**src/rtl/tlb_set_assoc_if.sv**
```systemverilog
// Request/response and page-table-walker signal bundle for tlb_set_assoc.
// The TLB binds to the slave modport; the load/store unit plus walker side binds to master.
`timescale 1ns/1ps
interface tlb_set_assoc_if #(
  parameter int PPN_W = 20
);
  // Handshake rules:
  // - req: a request transfers at a rising edge where req_valid && req_ready.
  //   The requester keeps req_vaddr and req_write stable while req_valid is high.
  // - resp: resp_valid is a single-cycle strobe with no backpressure.
  // - walk: walk_req_valid and walk_vpn are held until the walker pulses walk_resp_valid.
  logic              req_valid;
  logic              req_ready;
  logic [31:0]       req_vaddr;
  logic              req_write;
  logic              resp_valid;
  logic [PPN_W+11:0] resp_paddr;
  logic [1:0]        resp_fault;
  logic              walk_req_valid;
  logic [19:0]       walk_vpn;
  logic              walk_resp_valid;
  logic [PPN_W-1:0]  walk_ppn;
  logic [1:0]        walk_perms;
  logic              walk_fault;

  modport slave (
    input  req_valid, req_vaddr, req_write,
    input  walk_resp_valid, walk_ppn, walk_perms, walk_fault,
    output req_ready, resp_valid, resp_paddr, resp_fault,
    output walk_req_valid, walk_vpn
  );

  modport master (
    output req_valid, req_vaddr, req_write,
    output walk_resp_valid, walk_ppn, walk_perms, walk_fault,
    input  req_ready, resp_valid, resp_paddr, resp_fault,
    input  walk_req_valid, walk_vpn
  );
endinterface

```
**src/rtl/tlb_set_assoc.sv**
```systemverilog
// Set-associative TLB for 4 KiB pages. It performs a one-cycle lookup, refills from the
// page-table walker on a miss, and uses per-set round-robin replacement once a set is full.
`timescale 1ns/1ps
module tlb_set_assoc #(
  parameter int NUM_SETS = 16,
  parameter int NUM_WAYS = 4,
  parameter int PPN_W    = 20,
  parameter int CNT_W    = 16
) (
  input  logic                 clk,
  input  logic                 rst_n,
  tlb_set_assoc_if.slave       tlb,
  input  logic                 flush,
  output logic [CNT_W-1:0]     hit_count,
  output logic [CNT_W-1:0]     miss_count,
  output logic [1:0]           dbg_state
);
  localparam int SET_BITS = $clog2(NUM_SETS);
  localparam int WAY_BITS = $clog2(NUM_WAYS);

  localparam logic [1:0] ST_IDLE   = 2'd0;
  localparam logic [1:0] ST_LOOKUP = 2'd1;
  localparam logic [1:0] ST_WALK   = 2'd2;

  logic [1:0]          state;
  logic [31:0]         vaddr_q;
  logic                write_q;

  logic [NUM_WAYS-1:0] valid_q [NUM_SETS];
  logic [WAY_BITS-1:0] rr_q    [NUM_SETS];
  logic [19:0]         tag_q   [NUM_SETS][NUM_WAYS];
  logic [PPN_W-1:0]    ppn_q   [NUM_SETS][NUM_WAYS];
  logic [1:0]          perms_q [NUM_SETS][NUM_WAYS];

  logic [19:0]         vpn;
  logic [SET_BITS-1:0] set_idx;
  logic                hit;
  logic [WAY_BITS-1:0] hit_way;
  logic                has_invalid;
  logic [WAY_BITS-1:0] inv_way;
  logic [WAY_BITS-1:0] victim;
  logic [PPN_W-1:0]    hit_ppn;
  logic [1:0]          hit_perms;
  logic                perm_fault;
  logic                fill_en;

  assign vpn     = vaddr_q[31:12];
  assign set_idx = vaddr_q[12 +: SET_BITS];

  // Both scans run from the top way down so that the lowest matching or invalid way wins.
  always_comb begin
    hit         = 1'b0;
    hit_way     = '0;
    has_invalid = 1'b0;
    inv_way     = '0;
    for (int w = NUM_WAYS - 1; w >= 0; w--) begin
      if (valid_q[set_idx][w] && (tag_q[set_idx][w] == vpn)) begin
        hit     = 1'b1;
        hit_way = WAY_BITS'(w);
      end
      if (!valid_q[set_idx][w]) begin
        has_invalid = 1'b1;
        inv_way     = WAY_BITS'(w);
      end
    end
  end

  assign victim     = has_invalid ? inv_way : rr_q[set_idx];
  assign hit_ppn    = ppn_q[set_idx][hit_way];
  assign hit_perms  = perms_q[set_idx][hit_way];
  assign perm_fault = write_q ? !hit_perms[1] : !hit_perms[0];

  // A flush at the same edge as a refill suppresses the write, so the replay misses again.
  assign fill_en = (state == ST_WALK) && tlb.walk_resp_valid && !tlb.walk_fault && !flush;

  assign tlb.req_ready = (state == ST_IDLE);
  assign dbg_state     = state;

  always_ff @(posedge clk or negedge rst_n) begin
    if (!rst_n) begin
      state              <= ST_IDLE;
      vaddr_q            <= '0;
      write_q            <= 1'b0;
      tlb.resp_valid     <= 1'b0;
      tlb.resp_paddr     <= '0;
      tlb.resp_fault     <= 2'b00;
      tlb.walk_req_valid <= 1'b0;
      tlb.walk_vpn       <= '0;
      hit_count          <= '0;
      miss_count         <= '0;
      for (int s = 0; s < NUM_SETS; s++) begin
        valid_q[s] <= '0;
        rr_q[s]    <= '0;
      end
    end else begin
      tlb.resp_valid <= 1'b0;

      case (state)
        ST_IDLE: begin
          if (tlb.req_valid) begin
            vaddr_q <= tlb.req_vaddr;
            write_q <= tlb.req_write;
            state   <= ST_LOOKUP;
          end
        end

        ST_LOOKUP: begin
          if (hit) begin
            tlb.resp_valid <= 1'b1;
            tlb.resp_paddr <= {hit_ppn, vaddr_q[11:0]};
            tlb.resp_fault <= perm_fault ? 2'b01 : 2'b00;
            if (hit_count != '1) hit_count <= hit_count + 1'b1;
            state <= ST_IDLE;
          end else begin
            if (miss_count != '1) miss_count <= miss_count + 1'b1;
            tlb.walk_req_valid <= 1'b1;
            tlb.walk_vpn       <= vpn;
            state              <= ST_WALK;
          end
        end

        ST_WALK: begin
          if (tlb.walk_resp_valid) begin
            tlb.walk_req_valid <= 1'b0;
            if (tlb.walk_fault) begin
              tlb.resp_valid <= 1'b1;
              tlb.resp_paddr <= '0;
              tlb.resp_fault <= 2'b10;
              state          <= ST_IDLE;
            end else begin
              state <= ST_LOOKUP;
            end
          end
        end

        default: state <= ST_IDLE;
      endcase

      if (flush) begin
        for (int s = 0; s < NUM_SETS; s++) valid_q[s] <= '0;
      end else if (fill_en) begin
        valid_q[set_idx][victim] <= 1'b1;
      end

      // The pointer only advances when it actually chose the victim in a full set.
      if (fill_en && !has_invalid) rr_q[set_idx] <= rr_q[set_idx] + 1'b1;
    end
  end

  // Entry payload needs no reset; the valid bits qualify it.
  always_ff @(posedge clk) begin
    if (fill_en) begin
      tag_q[set_idx][victim]   <= vpn;
      ppn_q[set_idx][victim]   <= tlb.walk_ppn[PPN_W-1:0];
      perms_q[set_idx][victim] <= tlb.walk_perms;
    end
  end
endmodule

```
**src/flat_wrapper.sv**
```systemverilog
// flat-port wrapper written by rule: the top's interface ports become plain ports
module tlb_set_assoc_flat 
#(
  parameter int NUM_SETS = 16,
  parameter int NUM_WAYS = 4,
  parameter int PPN_W    = 20,
  parameter int CNT_W    = 16
)
  (clk, rst_n, flush, hit_count, miss_count, dbg_state, tlb_req_valid, tlb_req_vaddr, tlb_req_write, tlb_walk_resp_valid, tlb_walk_ppn, tlb_walk_perms, tlb_walk_fault, tlb_req_ready, tlb_resp_valid, tlb_resp_paddr, tlb_resp_fault, tlb_walk_req_valid, tlb_walk_vpn);
  tlb_set_assoc_if #(.PPN_W(PPN_W)) tlb_i ();
  input  logic clk;
  input  logic rst_n;
  input  logic flush;
  output logic [CNT_W-1:0] hit_count;
  output logic [CNT_W-1:0] miss_count;
  output logic [1:0] dbg_state;
  input wire logic [$bits(tlb_i.req_valid)-1:0] tlb_req_valid;
  input wire logic [$bits(tlb_i.req_vaddr)-1:0] tlb_req_vaddr;
  input wire logic [$bits(tlb_i.req_write)-1:0] tlb_req_write;
  input wire logic [$bits(tlb_i.walk_resp_valid)-1:0] tlb_walk_resp_valid;
  input wire logic [$bits(tlb_i.walk_ppn)-1:0] tlb_walk_ppn;
  input wire logic [$bits(tlb_i.walk_perms)-1:0] tlb_walk_perms;
  input wire logic [$bits(tlb_i.walk_fault)-1:0] tlb_walk_fault;
  output wire logic [$bits(tlb_i.req_ready)-1:0] tlb_req_ready;
  output wire logic [$bits(tlb_i.resp_valid)-1:0] tlb_resp_valid;
  output wire logic [$bits(tlb_i.resp_paddr)-1:0] tlb_resp_paddr;
  output wire logic [$bits(tlb_i.resp_fault)-1:0] tlb_resp_fault;
  output wire logic [$bits(tlb_i.walk_req_valid)-1:0] tlb_walk_req_valid;
  output wire logic [$bits(tlb_i.walk_vpn)-1:0] tlb_walk_vpn;
  assign tlb_i.req_valid = tlb_req_valid;
  assign tlb_i.req_vaddr = tlb_req_vaddr;
  assign tlb_i.req_write = tlb_req_write;
  assign tlb_i.walk_resp_valid = tlb_walk_resp_valid;
  assign tlb_i.walk_ppn = tlb_walk_ppn;
  assign tlb_i.walk_perms = tlb_walk_perms;
  assign tlb_i.walk_fault = tlb_walk_fault;
  assign tlb_req_ready = tlb_i.req_ready;
  assign tlb_resp_valid = tlb_i.resp_valid;
  assign tlb_resp_paddr = tlb_i.resp_paddr;
  assign tlb_resp_fault = tlb_i.resp_fault;
  assign tlb_walk_req_valid = tlb_i.walk_req_valid;
  assign tlb_walk_vpn = tlb_i.walk_vpn;
  tlb_set_assoc #(.NUM_SETS(NUM_SETS), .NUM_WAYS(NUM_WAYS), .PPN_W(PPN_W), .CNT_W(CNT_W)) u_core (.clk(clk), .rst_n(rst_n), .tlb(tlb_i), .flush(flush), .hit_count(hit_count), .miss_count(miss_count), .dbg_state(dbg_state));
endmodule
```
**config.mk**
```make
export PLATFORM = sky130hd
export DESIGN_NAME = tlb_set_assoc_flat
export DESIGN_NICKNAME = d
export VERILOG_FILES = /design/src/rtl/tlb_set_assoc_if.sv /design/src/rtl/tlb_set_assoc.sv /design/src/flat_wrapper.sv
export SDC_FILE = /design/constraint.sdc
export NUM_CORES = 2
export LEC_CHECK = 0
export ABC_AREA = 1
export CELL_PAD_IN_SITES_DETAIL_PLACEMENT = 1
export CELL_PAD_IN_SITES_GLOBAL_PLACEMENT = 2
export CORE_ASPECT_RATIO = 1.5
export CORE_MARGIN = 10
export CORE_UTILIZATION = 45
export CTS_CLUSTER_DIAMETER = 30
export CTS_CLUSTER_SIZE = 14
export DETAILED_ROUTE_END_ITERATION = 7
export GPL_TIMING_DRIVEN = 0
export PLACE_DENSITY_LB_ADDON = 0.1
export SYNTH_ARGS = -nofsm -noshare
export SYNTH_HDL_FRONTEND = slang
export SYNTH_SLANG_ARGS = --single-unit
```
**constraint.sdc**
```tcl
create_clock -name clk -period 7.6 [get_ports clk]
set_input_delay 1.14 -clock clk [delete_from_list [all_inputs] [get_ports clk]]
set_output_delay 1.14 -clock clk [all_outputs]
set_load 0.01 [all_outputs]
```
After elaboration in Yosys (flattened, before gate mapping)
Memories as Yosys holds them, arrays and structs flattened.
Index checks and enable logic that the tools add are counted.
{ "word_totals": {"memories": 3, "inputBits": 61, "ff_bits": 219, "ramBits": 2688, "elab_cells": 166, "output_inout_bits": 91} }
{ "op_classes": {"reduce_logical": 26, "n_bitwise": 5, "n_mux": 67, "order_cmp": 7, "n_eq_ne": 13, "n_addsub": 3} }
{ "mem_list": {"columns": ["memory", "words", "word_bits", "rd", "rd_ports_with_merged_regs", "write_ports", "line_no", "rtl"], "rows": [
  ["u_core.ppn_q", 16, 80, 1, 0, 1, "tlb_set_assoc.sv:32", "logic [PPN_W-1:0] ppn_q [NUM_SETS][NUM_WAYS];"],
  ["u_core.tag_q", 16, 80, 1, 0, 1, "tlb_set_assoc.sv:31", "logic [19:0] tag_q [NUM_SETS][NUM_WAYS];"],
  ["u_core.perms_q", 16, 8, 1, 0, 1, "tlb_set_assoc.sv:33", "logic [1:0] perms_q [NUM_SETS][NUM_WAYS];"]
]} }
{ "ops": {"columns": ["cell", "n"], "rows": [
  ["$mux W64", 2],
  ["$mux W32", 3],
  ["$eq A20 B20 Y1", 4],
  ["$mux W80", 1],
  ["$or A64 B64 Y64", 1],
  ["$pmux W32 S2", 1],
  ["$mux W20", 3],
  ["$mux W2", 21],
  ["$bmux W20 S2", 1],
  ["$demux W20 S2", 1],
  ["$add A16 B1 Y16 const B", 2],
  ["$bwmux W32", 1],
  ["$ne A16 B16 Y1 const B", 2],
  ["$mux W1", 18],
  ["$bmux W4 S4", 1],
  ["$demux W4 S4", 1],
  ["$mux W4", 3],
  ["$logic_and A1 B1 Y1", 11],
  ["$reduce_and A3 Y1", 3],
  ["$bmux W2 S4", 1],
  ["$demux W2 S4", 1],
  ["$mux W8", 1],
  ["$ne A2 B2 Y1 const B", 4],
  ["$ge A3 B3 Y1 const B", 2],
  ["23 further kinds", 32]
]} }

Logic depth before layout (Yosys ltp)
{ "logic_depth": {"word_depth": 18, "mapped_depth": 25, "mapped_depth_nobuf": 23} }

Worst setup path after synthesis
No wires, ideal clock.
{ "synth_timing": {"path_type": "register -> register", "from": "register u_core.vaddr_q[12]", "to": "memory u_core.perms_q[2][4] (netlist name), enable pin", "path_stages_with_launch": 17, "setup_ns": 0.442, "synth_period_minus_slack_ns": 5.594, "path_slack_ns": 2.006, "t_arrival_ns": 5.152, "required_time_ns": 7.158, "path_buffers": 6, "path_cell_list": "dfrtp_1 buf_4 nor2_4 buf_6 buf_4 buf_2 buf_1 a22oi_1 a21oi_1 nor4_1 nand2_1 nand2_1 inv_1 nor2_1 nand2_1 clkbuf_1 nor2_1"} }
{ "synth_via": {"elab_chain_cells": 15, "elab_cells_between_ends": 23, "cone_classes": "2 x order compare; 18 x mux; 2 x bitwise; 1 x reduce/logical"} }
{ "synth_lines": {"columns": ["item", "line_no", "rtl"], "rows": [
  ["start: declaration", "tlb_set_assoc.sv:26", "logic [31:0] vaddr_q;"],
  ["start signal: assignment", "tlb_set_assoc.sv:101", "vaddr_q <= tlb.req_vaddr;"],
  ["$not A4 Y5 (not written as such)", "tlb_set_assoc.sv:61, tlb_set_assoc.sv:68", null],
  ["$bmux W4 S4", "tlb_set_assoc.sv:61", "if (!valid_q[set_idx][w]) begin"],
  ["$mux W4 (not written as such) (2 in a row)", "tlb_set_assoc.sv:61", null],
  ["$mux W2 or $mux W1 (tied branches) (4 in a row)", "tlb_set_assoc.sv:61", null],
  ["$mux W2", "tlb_set_assoc.sv:68", "assign victim = has_invalid ? inv_way : rr_q[set_idx];"],
  ["$not A2 Y3 (not written as such)", "tlb_set_assoc.sv:155", "perms_q[set_idx][victim] <= tlb.walk_perms;"],
  ["$ge A3 B3 Y1 (not written as such) or $lt A3 B1 Y1 (tied branches)", "tlb_set_assoc.sv:155", null],
  ["$logic_and A1 B1 Y1 (not written as such)", "tlb_set_assoc.sv:155", null],
  ["$mux W2 (not written as such)", "tlb_set_assoc.sv:155", null],
  ["$demux W2 S2", "tlb_set_assoc.sv:155", null],
  ["$mux W8 (not written as such)", "tlb_set_assoc.sv:155", null],
  ["end: declaration", "tlb_set_assoc.sv:33", null]
]} }
Parallel ways exist; a longest one is shown, timed or not. The select of a mux whose other input is x is not followed.

Worst setup path after layout
{ "layout_timing": {"from": "register u_core.vaddr_q[15]", "to": "register u_core.tlb.resp_paddr[17]"} }
{ "layout_via": {"elab_chain_cells": 15, "elab_cells_between_ends": 30, "cone_classes": "5 x eq/ne; 16 x mux; 2 x bitwise; 5 x reduce/logical; 2 x memory"} }
{ "layout_lines": {"columns": ["item", "line_no", "rtl"], "rows": [
  ["parallel branches: the longest is 15 deep, another holds $mem_v2 Z16 W80", null, null],
  ["end signal: assignment", "tlb_set_assoc.sv:110", "tlb.resp_paddr <= {hit_ppn, vaddr_q[11:0]};"],
  ["end: declaration", "tlb_set_assoc_if.sv:29", "output req_ready, resp_valid, resp_paddr, resp_fault,"]
]} }
Several ways; the timed one is not identified. The select of a mux whose other input is x is not followed.
A chain may end at the register's enable or synchronous reset.

==> report_table.html <==
<table>
<tr><th>Metric</th><th>Value</th></tr>
<tr><th colspan="2">Placement</th></tr>
<tr><td>Instance count after placement with tap cells included</td><td>12,000</td></tr>
<tr><td>Routability cong.</td><td>0.919</td></tr>
<tr><td>Total placed instance area</td><td>121,000 um2</td></tr>
<tr><td>HPWL Detailed</td><td>313,000 um</td></tr>
<tr><td>PortBufs</td><td>151</td></tr>
<tr><th colspan="2">Setup path</th></tr>
<tr><td>Worst path max stage delay</td><td>1050 ps</td></tr>
<tr><td>Sort of element at the start of the critical path</td><td>register</td></tr>
<tr><td>Crit path required time</td><td>8510 ps</td></tr>
<tr><td>Worst setup path endpoint</td><td>u_core.tlb.resp_paddr[17]</td></tr>
<tr><td>Logic depth of the worst register-to-register path</td><td>21</td></tr>
<tr><td>Reg-to-reg endpoint</td><td>u_core.tlb.resp_paddr[17]</td></tr>
<tr><td>List of cells traversed by the critical path</td><td>buf_12 -&gt; buf_2 -&gt; inv_1 -&gt; nor2_1 -&gt; clkbuf_2 -&gt; clkbuf_1 -&gt; nand2_1 -&gt; nand2_1 -&gt; nor2_1 -&gt; nand2_1 -&gt; nand2_1 -&gt; nor2_1 -&gt; nand3_1 -&gt; o21ai_1 -&gt; nor2_2 -&gt; nor2_4 -&gt; inv_1 -&gt; nor2_1 -&gt; buf_2 -&gt; nand3_1 -&gt; nand2_1</td></tr>
<tr><td>Internal reg-to-reg setup slack</td><td>-100 ps</td></tr>
<tr><td>Critical Path Most Common Cell</td><td>sky130_fd_sc_hd__nand2_1</td></tr>
<tr><td>Kind of critical path</td><td>reg -&gt; reg</td></tr>
<tr><td>FF-to-FF Start</td><td>u_core.vaddr_q[15]</td></tr>
<tr><td>Top fanout value on the critical path</td><td>54</td></tr>
<tr><td>Arrival time at the worst endpoint</td><td>8610 ps</td></tr>
<tr><td>Kind of end point of the critical path</td><td>register</td></tr>
<tr><td>Worst-path cell with the longest stage delay</td><td>sky130_fd_sc_hd__clkbuf_1</td></tr>
<tr><td>CP startpoint</td><td>u_core.vaddr_q[15]</td></tr>
<tr><th colspan="2">Clock network</th></tr>
<tr><td>Clock Latency Late Sink</td><td>980 ps</td></tr>
<tr><td>TritonCTS buffer count</td><td>477</td></tr>
<tr><td>Count of clock tree sinks</td><td>2,907</td></tr>
<tr><td>Deepest clock path buffer count</td><td>4</td></tr>
<tr><td>CTS tree</td><td>built</td></tr>
<tr><td>Clock slew seen by the registers of the worst setup and hold paths</td><td>50 ps</td></tr>
<tr><td>Clock H-tree levels</td><td>5</td></tr>
<tr><td>Cell chosen for the clock root</td><td>sky130_fd_sc_hd__clkbuf_16</td></tr>
<tr><th colspan="2">Die</th></tr>
<tr><td>Standard-cell rows</td><td>223</td></tr>
<tr><td>Initial core utilization</td><td>45.2%</td></tr>
<tr><td>Die Span Y</td><td>629 um</td></tr>
<tr><td>Full die area</td><td>268,000 um2</td></tr>
<tr><td>Core footprint</td><td>246,000 um2</td></tr>
<tr><td>Die width</td><td>426 um</td></tr>
<tr><td>Boundary pin count</td><td>152</td></tr>
<tr><th colspan="2">Timing</th></tr>
<tr><td>Setup slack of the critical path after layout</td><td>-97.5 ps</td></tr>
<tr><td>Setup repair after global routing missed its margin</td><td>yes</td></tr>
<tr><td>Max frequency</td><td>130 MHz</td></tr>
<tr><td>Final Hold Fails</td><td>0</td></tr>
<tr><td>Slew Limit Fails</td><td>22</td></tr>
<tr><td>Relative slew slack</td><td>-2.24%</td></tr>
<tr><td>Setup Skew</td><td>50.2 ps</td></tr>
<tr><td>Worst-Margin Slew</td><td>1530 ps</td></tr>
<tr><td>Final-report setup violation count</td><td>132</td></tr>
<tr><td>Tmin final</td><td>7700 ps</td></tr>
<tr><td>Portion of the clock cycle consumed by the worst path in the final layout</td><td>101%</td></tr>
<tr><td>Final Hold Slack</td><td>33.6 ps</td></tr>
<tr><th colspan="2">Pwr</th></tr>
<tr><td>PD cells</td><td>418 nW/um2</td></tr>
<tr><td>Worst supply voltage drop on vdd</td><td>289 uV</td></tr>
<tr><td>Total power</td><td>57.5 mW</td></tr>
<tr><td>Static leakage</td><td>48.1 nW</td></tr>
<tr><th colspan="2">Yosys</th></tr>
<tr><td>Post-synth top flop</td><td>sky130_fd_sc_hd__edfxtp_1</td></tr>
<tr><td>Summed instance area of the synthesized netlist</td><td>111,000 um2</td></tr>
<tr><td>Number of library cell types mapped by synthesis</td><td>41</td></tr>
<tr><td>#FFs+latches synth</td><td>2,907</td></tr>
<tr><td>Syn Inst Count</td><td>8,366</td></tr>
<tr><td>Post-synth net total</td><td>8,433</td></tr>
<tr><td>Fraction of registers with async set/reset</td><td>7.53%</td></tr>
<tr><td>Synth Area per Inst</td><td>13.3 um2</td></tr>
<tr><td>Seq/Total Area, Yosys</td><td>77.4%</td></tr>
<tr><td>EDFF count, synth</td><td>2,688</td></tr>
<tr><td>Synthesis warning total</td><td>0</td></tr>
<tr><th colspan="2">Finish</th></tr>
<tr><td>Final std cells w/o fill</td><td>12,900</td></tr>
<tr><td>Area Overhead vs Synth</td><td>23.6%</td></tr>
<tr><td>Total non-filler cell area in the finished layout</td><td>138,000 um2</td></tr>
<tr><td>Nets</td><td>9,252</td></tr>
<tr><td>Proportion of layout cells with a drive suffix above 1</td><td>12.9%</td></tr>
<tr><th colspan="2">Routing</th></tr>
<tr><td>Metal3 WL</td><td>31,600 um</td></tr>
<tr><td>WL final</td><td>461,000 um</td></tr>
<tr><td>Routed wire length on met2</td><td>230,000 um</td></tr>
<tr><td>Average detailed-routed wire length per instance</td><td>35.8 um</td></tr>
<tr><td>DRC violations left</td><td>0</td></tr>
<tr><td>Drt first-iter violations</td><td>7,873</td></tr>
<tr><td>Vias per cell</td><td>6.09</td></tr>
<tr><td>Post-route ant nets</td><td>0</td></tr>
<tr><td>Vias</td><td>78,400</td></tr>
<tr><td>M1 WL</td><td>157,000 um</td></tr>
<tr><td>Iteration count of the initial detailed-routing pass</td><td>6</td></tr>
<tr><td>Top Metal Used</td><td>met5</td></tr>
<tr><th colspan="2">GRT</th></tr>
<tr><td>Vias in the first global route</td><td>82,100</td></tr>
<tr><td>Global Route Usage Sum</td><td>33.5%</td></tr>
<tr><td>Number of antenna violations at the first check in global routing</td><td>24</td></tr>
<tr><td>Largest net degree at the start of global routing</td><td>113</td></tr>
<tr><td>First-pass GRT wire length</td><td>633,000 um</td></tr>
<tr><td>Overflow left after global routing</td><td>0</td></tr>
<tr><th colspan="2">Job</th></tr>
<tr><td>Max Cap Viol</td><td>2</td></tr>
<tr><th colspan="2">Worst hold path</th></tr>
<tr><td>Worst min path class</td><td>in -&gt; async</td></tr>
<tr><th colspan="2">Status</th></tr>
<tr><td>Failing checks</td><td>max-capacitance violations, max-slew violations, negative setup slack</td></tr>
<tr><td>Outcome</td><td>complete, but fails checks</td></tr>
</table>
==> logic make-up (layout without fill, tap and decap cells) <==
family | count (synthesis) | in the layout | synth area share, %
simple gates | 3289 | 3289 | 12.0
other cells | 0 | 13 | 0
xor+xnor | 25 | 25 | 0.197
mux | 7 | 7 | 0.0629
flops | 2907 | 2907 | 77.4
compound gates | 1488 | 1488 | 7.91
buf+inv | 644 | 1871 | 2.37
fa+ha+maj | 6 | 6 | 0.0674
==> worst min-delay path by stage <==
stage / endpoint / cells after the start
detailed placement: u_core.tlb.resp_paddr[28] / 2
finish: u_core.miss_count[3] / 1
global placement: u_core.rr_q[7] / 2
floorplan: u_core.rr_q[19] / 2
global route: u_core.miss_count[9] / 1
CTS: u_core.miss_count[9] / 1
==> state kept, by name, summed over array words and instances, names as in the netlist <==
| name | cells |
|---|---|
| u_core.tlb.resp_valid | 1 |
| u_core.dbg_state | 2 |
| u_core.tlb.walk_req_valid | 1 |
| u_core.tag_q | 1280 |
| u_core.tlb.resp_paddr | 32 |
| u_core.tlb.walk_vpn | 20 |
| u_core.write_q | 1 |
| u_core.vaddr_q | 32 |
| u_core.rr_q | 32 |
| u_core.ppn_q | 1280 |
| u_core.hit_count | 16 |
| u_core.tlb.resp_fault | 2 |
| u_core.perms_q | 128 |
| u_core.valid_q | 64 |
| u_core.miss_count | 16 |
==> critical path: cells and delay by family, from the launching register on <==
kind | cells | cell delay, ps
AO/OA/AOI/OAI | 1 | 500
buffers and inverters | 7 | 3430
flip-flops | 1 | 550
AND/OR/NAND/NOR | 13 | 3030
==> through the flow <==
step / setup WS [ps] / setup TNS [ps] / utilization [%]
floorplan: 2010 / 0 / -
global placement: -5840 / - / 47.5
detailed placement: -274 / -8300 / 49.3
CTS: -14.3 / -32.1 / 55.9
global route: 5.99 / 0 / 55.9
finish: -97.5 / -4730 / 55.9
==> area by class of cell <==
| class | count | area, um2 |
|---|---|---|
| multi-input combinational | 4815 | 23000 |
| clock inverter | 348 | 3850 |
| timing repair buffer | 340 | 5440 |
| fill | 24000 | 108000 |
| tap | 3262 | 4080 |
| clock buffer | 539 | 12300 |
| antenna | 13 | 32.5 |
| sequential | 2907 | 86300 |
| inverter | 193 | 724 |
| buffer | 451 | 1940 |
==> power by group <==
part | total [mW] | leakage [nW] | switching [mW] | internal (mW)
sequential | 19.2 | 26.9 | 0.454 | 18.7
clock | 21.8 | 7.75 | 8.05 | 13.8
combinational | 16.5 | 13.5 | 12.8 | 3.70
total | 57.5 | 48.1 | 21.3 | 36.2
==> synth_stat cells, types with 21 or more instances <==
library cell	n	area share, %
sky130_fd_sc_hd__nor2_1	372	1.3
sky130_fd_sc_hd__nand4_1	170	0.96
sky130_fd_sc_hd__nor3_1	28	0.13
sky130_fd_sc_hd__buf_1	74	0.25
sky130_fd_sc_hd__clkbuf_1	232	0.78
sky130_fd_sc_hd__and3_1	53	0.30
sky130_fd_sc_hd__nand2_1	2415	8.1
sky130_fd_sc_hd__a21oi_1	127	0.57
sky130_fd_sc_hd__o21ai_1	21	0.094
sky130_fd_sc_hd__o21ai_0	458	2.1
sky130_fd_sc_hd__edfxtp_1	2688	72
sky130_fd_sc_hd__inv_1	184	0.62
sky130_fd_sc_hd__a22oi_1	151	1.0
sky130_fd_sc_hd__o22ai_1	707	4.0
sky130_fd_sc_hd__nand3_1	220	0.99
sky130_fd_sc_hd__dfrtp_1	219	4.9
sky130_fd_sc_hd__buf_2	135	0.61
==> cell usage in the layout (no fill, tap or decap), drive strengths merged, types with 61 or more instances in the layout <==
cell              n
a21oi           127
nand2          2416
buf             430
clkdlybuf4s50   128
edfxtp         2688
dfrtp           219
nand4           170
clkbuf          770
nand3           221
o22ai           707
a22oi           151
nor2            378
bufinv           61
inv             254
clkinv          166
o21ai           479
==> repair_timing <==
action,in CTS,in global routing
endpoints found under the setup margin,234,35
pin swaps,1,0
cloned,0,0
buffers inserted,3,4
gates resized for setup,3,5
hold buffers,0,0
==> metal layers <==
metal  vias up  global-route usage (%)
met5         -                       0
met2      3940                    57.6
met1     40600                    36.8
li1      32500                       -
met4         8                    25.6
met3      1341                    5.71
Note: power is estimated with default switching activity, not from simulation.
